## src/rtl/emul_bf16_pack.sv

```systemverilog
// emul_bf16_pack: rounds 4 fp32 lanes to bf16, packs them and buffers the words in a ready/valid FIFO
module emul_bf16_pack #(
  parameter int DEPTH = 4,
  parameter int COUNT_W = 16
) (
  input  logic               clk,
  input  logic               rst_n,
  input  logic               stage_start,
  input  logic               in_tvalid,
  input  logic [127:0]       in_tdata,
  output logic               out_tvalid,
  input  logic               out_tready,
  output logic [63:0]        out_tdata,
  output logic               overflow,
  output logic [COUNT_W-1:0] accepted_cnt
);
  localparam int AW = $clog2(DEPTH);
  localparam logic [AW:0] FULL = DEPTH[AW:0];
  logic          start_q, clr, pipe_valid, push, pop, drop;
  logic [63:0]   pipe_data, rounded;
  logic [63:0]   mem [DEPTH];
  logic [AW-1:0] wr_ptr, rd_ptr;
  logic [AW:0]   count;
  function automatic logic [15:0] rnd(input logic [31:0] x);
    logic [31:0] sum;
    sum = x + 32'h0000_7fff + {31'b0, x[16]};
    return (&x[30:23] && |x[22:0]) ? {x[31], 8'hff, 7'h40} : sum[31:16];
  endfunction
  always_comb begin
    rounded = '0;
    for (int i = 0; i < 4; i++) rounded[16*i +: 16] = rnd(in_tdata[32*i +: 32]);
  end
  assign clr        = !rst_n || (stage_start && !start_q);
  assign out_tvalid = count != '0;
  assign out_tdata  = mem[rd_ptr];
  assign pop        = out_tvalid && out_tready;
  assign push       = pipe_valid && (count != FULL || pop);
  assign drop       = pipe_valid && !push;
  always_ff @(posedge clk) begin
    start_q <= stage_start;
    if (clr) begin
      pipe_valid   <= 1'b0;
      pipe_data    <= '0;
      wr_ptr       <= '0;
      rd_ptr       <= '0;
      count        <= '0;
      overflow     <= 1'b0;
      accepted_cnt <= '0;
      for (int i = 0; i < DEPTH; i++) mem[i] <= '0;
    end else begin
      pipe_valid <= stage_start && in_tvalid;
      pipe_data  <= rounded;
      if (push) begin
        mem[wr_ptr]  <= pipe_data;
        wr_ptr       <= wr_ptr + 1'b1;
        accepted_cnt <= accepted_cnt + 1'b1;
      end
      if (pop) rd_ptr <= rd_ptr + 1'b1;
      if (drop) overflow <= 1'b1;
      count <= count + (AW+1)'(push) - (AW+1)'(pop);
    end
  end
endmodule

```

## config.mk

```make
export PLATFORM = sky130hd
export DESIGN_NAME = emul_bf16_pack
export DESIGN_NICKNAME = d
export VERILOG_FILES = /design/src/rtl/emul_bf16_pack.sv
export SDC_FILE = /design/constraint.sdc
export NUM_CORES = 1
export LEC_CHECK = 0
export CAP_MARGIN = 10
export CORE_MARGIN = 3
export CORE_UTILIZATION = 45
export CTS_CLUSTER_SIZE = 30
export DETAILED_ROUTE_END_ITERATION = 10
export MAX_ROUTING_LAYER = met4
export PLACE_DENSITY = 0.68
export SLEW_MARGIN = 20
export SYNTH_ARGS = -nofsm -noshare
export SYNTH_HDL_FRONTEND = slang
export SYNTH_SLANG_ARGS = --single-unit
```

## constraint.sdc

```tcl
create_clock -name clk -period 19.8 [get_ports clk]
set_input_delay 2.97 -clock clk [delete_from_list [all_inputs] [get_ports clk]]
set_output_delay 2.97 -clock clk [all_outputs]
set_load 0.005 [all_outputs]
```

==> results.md, run 1 <==
* Die width at 190 um
* Top_reg_cell synth: edfxtp_1
* Routed WL at 34.7 mm
* # hold bufs at CTS at 0
* Post-CTS Setup Repair Bufs at 0
* Register area share after synthesis at 62.9%
* Vias per std cell at 5.35
* H-tree levels at 2
* Grt ovf at 0
* Synth Area in Simple Gates at 18.6%
* Grt met1 use at 24.8%
* Syn Inst Count at 1108
* Worst-Margin Slew at 1.07 ns
* Largest net degree at the start of global routing at 68
* NumNets Final at 1450
* Worst-path cell with the longest stage delay: buf_4
* Final setup vio count at 0
* Clk slew on worst S/H paths at 0.05 ns
* Fin. max-slew vios at 0
* Hold Vio Cnt, Final at 0
* Slowest cell delay on critical path at 0.80 ns
* Via Count at 9547
* Die H at 190 um
* Worst IR Drop VDD at 59.2 uV
* M2 GR Usage at 33.7%
* Final ANT Viol Nets at 0
* Worst endpoint required time at 16.83 ns
* Layout area overhead at 24.5%
* Starting Density at 46.1%
* Crit-path leading delay family: buffers and inverters
* TritonRoute pass-1 iters at 5
* Root Buffer: clkbuf_16
* Main combinational cell family by area after synthesis: simple AND/OR/NAND/NOR gates
* Max-cap violations at 0
* Avg Cell Area, Syn at 13.7 um2
* Busiest layer in global routing: met2
* CTS buffer count at 37
* IO Pins at 215
* CTS resizes at 0
* Worst setup SP type: register
* DR WL/cell at 19.4 um
* Leak Pwr at 6.69 nW
* Rows at 66
* Maximum fanout along the worst path at 41
* RSZ-0062 raised after global routing: no
* Status: completed
* Clk sinks at 348
* Sw frac at 22.6%
* Fin cells at 1786
* Synth Area in Compound Gates at 2.98%
* Initial antenna violation count at 1
* Die outline area at 35900 um2
* Post-synth EDFFs at 256
* Crit path cell chain: buf_4 > mux4_2 > clkdlybuf4s50_1
* Flop pwr share at 49.5%
* Internal Power at 1.32 mW
* CTS tree: built
* Clock buffer depth at 3
* GRT Resource Usage Total at 19.7%
* Layout cells sized above 1 at 10.5%
* Clock Latency Late Sink at 0.52 ns
* Mux cell area share after synthesis at 9.51%
* Arr. time, crit path at 3.14 ns
* Post-layout util at 57.4%
* Area of the mapped netlist at 15200 um2
* Critical path class: register to output port
* Synth unique cells at 41
* Final min period at 6.11 ns
* Core Box Area at 32900 um2
* Period utilisation layout at 30.9%
* Class of the worst hold path: register to register
* Tot Pwr at 1.71 mW
* Seq cells post-synth at 348
* CP bufs+invs at 2
* Worst relative slew slack at 28.5%
* Skew final at 0.0178 ns
* Port Buf Inserts at 214
* Post-Synth XOR/XNOR Area at 3.29%
* Asr flop ratio synth at 0%
* Detailed Place HPWL at 20.6 mm
* Min Hold Slack at 0.477 ns
* Post-Syn Nets at 1245
* YS warnings at 0
* Vias in the first global route at 9794
* Final RePlAce weighted congestion at 0.849
* Pwr Density at 90.7 nW/um2
* # DRC at 0
* Placed insts at 1716
* Endpoint class of the critical path: output port
* Met3 Use GR at 3.20%
* Maximum clock rate at 164 MHz
* First-pass GRT wire length at 53.8 mm
* Psw at 388 uW
* Clock share of power at 37.8%
* Setup tns final at 0 ns
* Combinational share of power at 12.7%
* Synth Area in Adders at 0.380%
* Detailed Route Iter0 Violations at 630
logic make-up (layout without fill, tap and decap cells):
| kind of cell | after synthesis | in the layout |
|---|---|---|
| AOI/OAI and AO/OA | 77 | 77 |
| xor gates and xnor gates | 57 | 57 |
| adders and majority gates | 4 | 4 |
| buffers and inverters | 78 | 312 |
| DFF | 348 | 348 |
| muxes | 64 | 64 |
| other | 0 | 2 |
| and+or+nand+nor | 480 | 480 |
synthesized netlist by cell type (6+ instances only):
cell | count | share of area [%]
nand2_1 | 31 | 0.77
xnor2_1 | 43 | 2.5
o21ai_0 | 21 | 0.69
clkbuf_1 | 45 | 1.1
nand4_1 | 26 | 1.1
and2_1 | 261 | 11
inv_1 | 19 | 0.47
buf_6 | 7 | 0.52
buf_2 | 6 | 0.20
nand3_1 | 23 | 0.76
edfxtp_1 | 256 | 51
nor3_1 | 24 | 0.79
or3_1 | 11 | 0.45
nor2_1 | 30 | 0.74
nand2b_1 | 7 | 0.29
dfxtp_1 | 92 | 12
nor4_1 | 33 | 1.4
a21oi_1 | 31 | 1.0
mux4_2 | 64 | 9.5
and3_1 | 17 | 0.70
xor2_1 | 14 | 0.81
layout make-up:
| type | count | area, um2 |
|---|---|---|
| antenna | 2 | 5.00 |
| clock buffer | 57 | 1080 |
| clock inverter | 11 | 57.6 |
| fill | 2706 | 14000 |
| inverter | 19 | 71.3 |
| multi-input combinational | 682 | 5340 |
| sequential | 348 | 9540 |
| tap | 442 | 553 |
| timing repair buffer | 225 | 2220 |
power by group through the flow:
stage	clock network (mW)	logic, mW	registers, mW
2_1_floorplan	0	0.117	0.850
3_3_place_gp	0	0.220	0.861
3_5_place_dp	0	0.221	0.863
4_1_cts	0.662	0.222	0.848
5_1_grt	0.693	0.234	0.853
6_report	0.648	0.217	0.847
stage by stage:
step           area, um2  setup WS [ns]
2_1_floorplan      15200          11.38
3_3_place_gp       17700          13.56
3_5_place_dp       17700          13.55
4_1_cts            18900          13.55
5_1_grt            18900          13.38
6_report           18900          13.69
state kept, by name (all words and copies together) (netlist names), named ones only:
signal	count
pipe_data	64
wr_ptr	2
start_q	1
mem	256
pipe_valid	1
accepted_cnt	16
count	3
rd_ptr	2
overflow	1
tightest hold or removal path: cells and delay by family, from the launching register on:
kind            cells  cell delay [ns]
compound gates      1             0.05
flops               1             0.33
simple gates        1             0.07
per-layer routing:
layer	routed length (um)	up-vias
met4	635	0
met2	17700	248
met5	0	-
met1	14600	4744
met3	1800	54
li1	-	4501
worst paths after layout:
check                             start                       end  slack (ns)  depth (start not counted)
setup reg to reg    count[1]$_SDFF_PP0_  mem[0][41]$_SDFFCE_PN0P_       16.59                          5
hold / removal    overflow$_SDFFE_PP0P_     overflow$_SDFFE_PP0P_        0.48                          2
setup / recovery               register             out_tdata[13]       13.69                          3
hold reg to reg   overflow$_SDFFE_PP0P_     overflow$_SDFFE_PP0P_        0.48                          2
layout by cell type (no fill, tap or decap), types with 23 or more instances in the layout:
cell / synthesis / layout
a21oi_1: 31 / 31
clkdlybuf4s50_1: 0 / 214
dfxtp_1: 92 / 90
clkbuf_16: 0 / 39
mux4_2: 64 / 64
nand4_1: 26 / 26
nor3_1: 24 / 23
nand3_1: 23 / 23
and2_1: 261 / 261
nor4_1: 33 / 32
xnor2_1: 43 / 43
nor2_1: 30 / 30
nand2_1: 31 / 31
edfxtp_1: 256 / 256
Power figures use the tool's default switching activity.
==> run 2: changes to the inputs <==
Clock period 19.8 ns to 6.4 ns, I/O delays scaled along.
==> run 2 against run 1 <==
Effect of this change:
- power increased to 3.1 times the previous value
- clock skew is 0.00070 ns higher
- register-to-register slack got worse by 13 ns
- worst hold slack better by 0.012 ns
- worst setup slack worse by 11 ns
- die area unchanged
- largest cell class unchanged
- first-iteration DRC count is 11% higher
- critical endpoint is now out_tdata[26]
==> results.md, run 2 (synthesized netlist as in run 1, its figures left out) <==
* Status: completed
* # DRC at 0 (unchanged)
* Final min period at 4.09 ns
* Skew final at 0.0185 ns (+0.000698 ns)
* Setup tns final at 0 ns (unchanged)
* Maximum clock rate at 245 MHz
* H-tree levels at 2 (unchanged)
* Area after DPL at 17700 um2 (about the same)
* Hold Vio Cnt, Final at 0 (unchanged)
* GRT Resource Usage Total at 19.9% (+0.16 points)
* Die width at 190 um (unchanged)
* Leading cell types in the layout, fill and taps excluded: and2_1, edfxtp_1, clkdlybuf4s50_1, dfxtp_1, mux4_2
* Critical path class: register to output port
* Fin area at 18900 um2 (about the same)
* Clock buffer depth at 3 (unchanged)
* Worst-Margin Slew at 1.08 ns (+0.00403 ns)
* Rows at 66 (unchanged)
* Layout cells sized above 1 at 10.7% (+0.18 points)
* CTS resizes at 0 (unchanged)
* Largest register FFs at 256 (unchanged)
* Fill cells at 2684 (-0.81%)
* Worst relative slew slack at 27.9% (-0.54 points)
* Via Count at 9365 (-1.9%)
* Commonest non-fill, non-tap cell in the layout: and2_1
* TritonRoute pass-1 iters at 5 (unchanged)
* Routed WL at 34.2 mm (-1.4%)
* Final setup vio count at 0 (unchanged)
* IO Pins at 215 (unchanged)
* Largest net degree at the start of global routing at 68 (unchanged)
* Period utilisation layout at 63.9%
* Pwr Density at 280 nW/um2 (+210%)
* Most flops, register: mem
* Final RePlAce weighted congestion at 0.808 (-4.9%)
* DR WL/cell at 19.2 um (-1.1%)
* Vias per std cell at 5.26 (-1.6%)
* Worst IR Drop VDD at 163 uV (+180%)
* Clk sinks at 348 (unchanged)
* Die H at 190 um (unchanged)
* Leak Pwr at 6.69 nW (about the same)
* Core Box Area at 32900 um2 (unchanged)
* Starting Density at 46.1% (unchanged)
* Die outline area at 35900 um2 (unchanged)
* Fin cells at 1781 (-0.28%)
* Detailed Place HPWL at 21.0 mm (+1.8%)
* Class of the worst hold path: register to register
* First-pass GRT wire length at 54.2 mm (+0.81%)
* Post-CTS Setup Repair Bufs at 0 (unchanged)
* Worst endpoint required time at 5.44 ns (-11.39 ns)
* Fin. max-slew vios at 0 (unchanged)
* Layout area overhead at 24.5% (about the same)
* Vias in the first global route at 9828 (+0.35%)
* Grt ovf at 0 (unchanged)
* NumNets Final at 1449 (-0.069%)
* CTS buffer count at 37 (unchanged)
* Top Registers: mem (256), pipe_data (64), accepted_cnt (16)
* # hold bufs at CTS at 0 (unchanged)
* Worst setup SP type: register
* Tot Pwr at 5.29 mW (+210%)
* Clock Latency Late Sink at 0.51 ns (about the same)
* Maximum fanout along the worst path at 45 (+9.8%)
* Endpoint class of the critical path: output port
* Port Buf Inserts at 214 (unchanged)
* Placed insts at 1715 (-0.058%)
* Final ANT Viol Nets at 0 (unchanged)
* Arr. time, crit path at 3.13 ns (about the same)
* Detailed Route Iter0 Violations at 701 (+11%)
* Post-layout util at 57.4% (about the same)
* RSZ-0062 raised after global routing: no
* CTS tree: built
* Max-cap violations at 0 (unchanged)
* Root Buffer: clkbuf_16
* Clk slew on worst S/H paths at 0.06 ns (about the same)
* Initial antenna violation count at 1 (unchanged)
## run 2: cell types whose count changed in the layout (fill, tap and decap cells not counted), sizes merged
cell	delta
buf	-1
diode	-1
clkbuf	-5
bufinv	+1
clkinv	+1
## run 2: power breakdown
part	total (mW)	switching (mW)	internal, mW	leakage (nW)
Clock	2.00	0.821	1.18	0.563
Combinational	0.652	0.262	0.390	2.63
Sequential	2.64	0.102	2.54	3.50
Total	5.29	1.18	4.10	6.69
## run 2: worst max-delay path, stage by stage (launching register included)
cell             delay (ns)
dfxtp_4                1.00
buf_4                  0.53
mux4_2                 0.59
clkdlybuf4s50_1        0.47
## run 2: path summary, 6_finish.rpt
path | startpoint | end | slack, ns | cells past startpoint
min reg2reg | overflow$_SDFFE_PP0P_ | overflow$_SDFFE_PP0P_ | 0.49 | 2
min | overflow$_SDFFE_PP0P_ | overflow$_SDFFE_PP0P_ | 0.49 | 2
max reg2reg | count[1]$_SDFF_PP0_ | mem[3][41]$_DFFE_PP_ | 3.71 | 4
max | register | out_tdata[26] | 2.31 | 3
## run 2: layer usage
metal	GRT usage, %	share of wire (%)	up-vias
li1	-	-	4487
met1	26.0	42	4555
met2	33.1	50	276
met3	2.85	5.7	47
met4	4.83	1.8	0
met5	-	0	-
## run 2: cell type report
type                    count  area [um2]  area share (%)
well taps                 442         553            2.93
diodes                      1        2.50          0.0133
clock inverters            13        93.8           0.497
clock buffers              52        1040            5.52
flip-flops and latches    348        9540            50.5
multi-input cells         682        5340            28.3
repair buffers            224        2230            11.8
inverters                  19        71.3           0.378
## run 2: metrics by stage
stage / hold slack [ns] / setup slack, ns
after global placement: 0.452 / 2.75
after CTS: 0.495 / 2.19
after floorplan: 0.460 / -0.00908
final: 0.489 / 2.31
after global routing: 0.514 / 2.05
after detailed placement: 0.484 / 2.70
==> run 3: changes to the inputs <==
Settings changed: PLACE_DENSITY 0.68 to 0.7.
Clock period 6.4 ns to 3.45 ns, I/O delays scaled along.
==> run 3 against run 2 <==
Effect of this change:
- cell count up 1.0%
- critical endpoint is now out_tdata[1]
- utilization up 0.84 points
- largest cell class unchanged
- critical path depth unchanged
- cell area up 1.5%
- sequential share of layout area down 0.73 points
==> results.md, run 3 (synthesized netlist as in run 1, its figures left out) <==
* Fin. max-slew vios at 0 (unchanged)
* Vias in the first global route at 9883 (+0.56%)
* TritonRoute pass-1 iters at 5 (unchanged)
* Routed WL at 34.4 mm (+0.50%)
* Die H at 190 um (unchanged)
* Final ANT Viol Nets at 0 (unchanged)
* CTS buffer count at 37 (unchanged)
* Combinational share of power at 13.2% (+0.9 points)
* Psw at 2.23 mW (+88%)
* Worst relative slew slack at 48.7% (+21 points)
* Class of the worst hold path: register to register
* Detailed Route Iter0 Violations at 566 (-19%)
* Core Box Area at 32900 um2 (unchanged)
* Slowest cell delay on critical path at 0.60 ns (-0.40 ns)
* GRT Resource Usage Total at 19.9% (about the same)
* Top Registers: mem (256), pipe_data (64), accepted_cnt (16)
* Hold path start: overflow$_SDFFE_PP0P_
* Max-cap violations at 0 (unchanged)
* Grt ovf at 0 (unchanged)
* Flop pwr share at 47.7% (-2.2 points)
* Status: completed
* IO Pins at 215 (unchanged)
* Endpoint class of the critical path: output port
* NumNets Final at 1464 (+1.0%)
* Layout area overhead at 26.3%
* Final min period at 2.93 ns
* Via Count at 9537 (+1.8%)
* First-pass GRT wire length at 54.4 mm (+0.43%)
* Crit-path leading delay family: buffers and inverters
* Root Buffer: clkbuf_16
* Sw frac at 22.1% (-0.26 points)
* Worst endpoint required time at 2.93 ns (-2.51 ns)
* Pwr Density at 527 nW/um2 (+88%)
* Worst IR Drop VDD at 330 uV (+100%)
* Vias per std cell at 5.30 (+0.82%)
* Final setup vio count at 0 (unchanged)
* Fin cells at 1799 (+1.0%)
* Layout cells sized above 1 at 11.5% (+0.83 points)
* Maximum clock rate at 341 MHz
* Arr. time, crit path at 2.42 ns (-0.71 ns)
* Clock buffer depth at 3 (unchanged)
* Commonest non-fill, non-tap cell in the layout: and2_1
* Multi-input logic area at 5340 um2 (-0.14%)
* # hold bufs at CTS at 0 (unchanged)
* Period utilisation layout at 85.0%
* Internal Power at 7.85 mW (+91%)
* R2R Setup Slk at 1.04 ns (-2.67 ns)
* Placed insts at 1730 (+0.87%)
* Critical path class: register to output port
* # DRC at 0 (unchanged)
* Hold depth at 2 (unchanged)
* Fill cells at 2659 (-0.93%)
* H-tree levels at 2 (unchanged)
* Maximum fanout along the worst path at 17 (-62%)
* Skew final at 0.0210 ns (+0.00245 ns)
* CTS tree: built
* Worst setup SP type: register
* R2r startpoint: count[1]$_SDFF_PP0_
* Largest register FFs at 256 (unchanged)
* Starting Density at 46.1% (unchanged)
* Final RePlAce weighted congestion at 0.840 (+3.9%)
* Rows at 66 (unchanged)
* Clock Latency Late Sink at 0.52 ns (about the same)
* Detailed Place HPWL at 21.3 mm (+1.7%)
* RSZ-0062 raised after global routing: no
* Largest net degree at the start of global routing at 65 (-4.4%)
* CTS resizes at 0 (unchanged)
* RR Endpoint: mem[1][31]$_SDFFCE_PN0P_
* Clk slew on worst S/H paths at 0.06 ns (about the same)
* Die width at 190 um (unchanged)
* CP bufs+invs at 2 (unchanged)
* Hold Vio Cnt, Final at 0 (unchanged)
* Min Hold Slack at 0.477 ns (-0.0123 ns)
* Most flops, register: mem
* Register area at 9540 um2 (unchanged)
* Hold Path End: overflow$_SDFFE_PP0P_
* Post-CTS Setup Repair Bufs at 0 (unchanged)
* Clock share of power at 39.0% (+1.3 points)
* Initial antenna violation count at 1 (unchanged)
* Worst-path cell with the longest stage delay: mux4_2
* Leak Pwr at 6.82 nW (+2.0%)
* Reg2Reg Depth at 5 (+1)
* Port Buf Inserts at 214 (unchanged)
* Clk sinks at 348 (unchanged)
* Worst-Margin Slew at 0.769 ns (-0.308 ns)
* Die outline area at 35900 um2 (unchanged)
* DR WL/cell at 19.1 um (-0.51%)
* Crit path cell chain: buf_4 > mux4_2 > clkdlybuf4s50_1
* Leading cell types in the layout, fill and taps excluded: and2_1, edfxtp_1, clkdlybuf4s50_1, dfxtp_1, mux4_2
-- run 3: cell count changes in the layout (fill, tap and decap cells not counted), sizes merged --
cell	change
clkinv	-1
diode	+1
bufinv	+2
clkbuf	+1
buf	+15
-- run 3: stage by stage --
| step | setup slack [ns] | total power, mW | cell area, um2 | util [%] | TNS [ns] |
|---|---|---|---|---|---|
| final | 0.516 | 10.1 | 19100 | 58.3 | 0 |
| after global routing | 0.371 | 10.5 | 19100 | 58.2 | 0 |
| after CTS | 0.438 | 10.2 | 19100 | 58.2 | 0 |
| after detailed placement | 0.497 | 6.27 | 17900 | 54.5 | 0 |
| after global placement | 0.534 | 6.25 | 17900 | 54.5 | 0 |
| after floorplan | -0.798 | 5.54 | 15200 | - | -102.08 |
-- run 3: layout make-up --
class / count / share of cell area, %
antenna: 2 / 0.0261
clock buffer: 53 / 5.58
clock inverter: 14 / 0.771
inverter: 19 / 0.372
multi-input combinational: 682 / 27.9
sequential: 348 / 49.8
tap: 442 / 2.89
timing repair buffer: 239 / 12.7
-- run 3: routing by layer --
layer / part of all wire (%) / vias to the layer above / GRT usage [%]
met3: 5.0 / 62 / 3.02
met1: 43 / 4663 / 25.5
met2: 50 / 291 / 33.0
li1: - / 4521 / -
met5: 0 / - / -
met4: 2.5 / 0 / 6.08
-- run 3: how the worst max path moves through the flow --
| stage | startpoint | end | slack, ns | cells after the start |
|---|---|---|---|---|
| 3_3_place_gp | out_tready | mem[1][42]$_SDFFCE_PN0P_ | 0.53 | 6 |
| 3_5_place_dp | out_tready | mem[1][36]$_SDFFCE_PN0P_ | 0.50 | 6 |
| 2_1_floorplan | out_tready | mem[1][0]$_SDFFCE_PN0P_ | -0.80 | 4 |
| 4_1_cts | register | out_tdata[1] | 0.44 | 3 |
| 5_1_grt | register | out_tdata[1] | 0.37 | 3 |
| 6_report | register | out_tdata[1] | 0.52 | 3 |
-- run 3: power groups by stage --
stage	registers, mW	clock network [mW]	logic, mW
floorplan	4.87	0	0.670
global placement	4.90	0	1.36
detailed placement	4.91	0	1.36
CTS	4.82	4.03	1.37
global route	4.84	4.20	1.44
finish	4.82	3.93	1.34
-- run 3: tightest hold or removal path, stage by stage (launching register included) --
cell,delay [ns]
dfxtp_1,0.33
a21oi_1,0.04
nor2_1,0.07
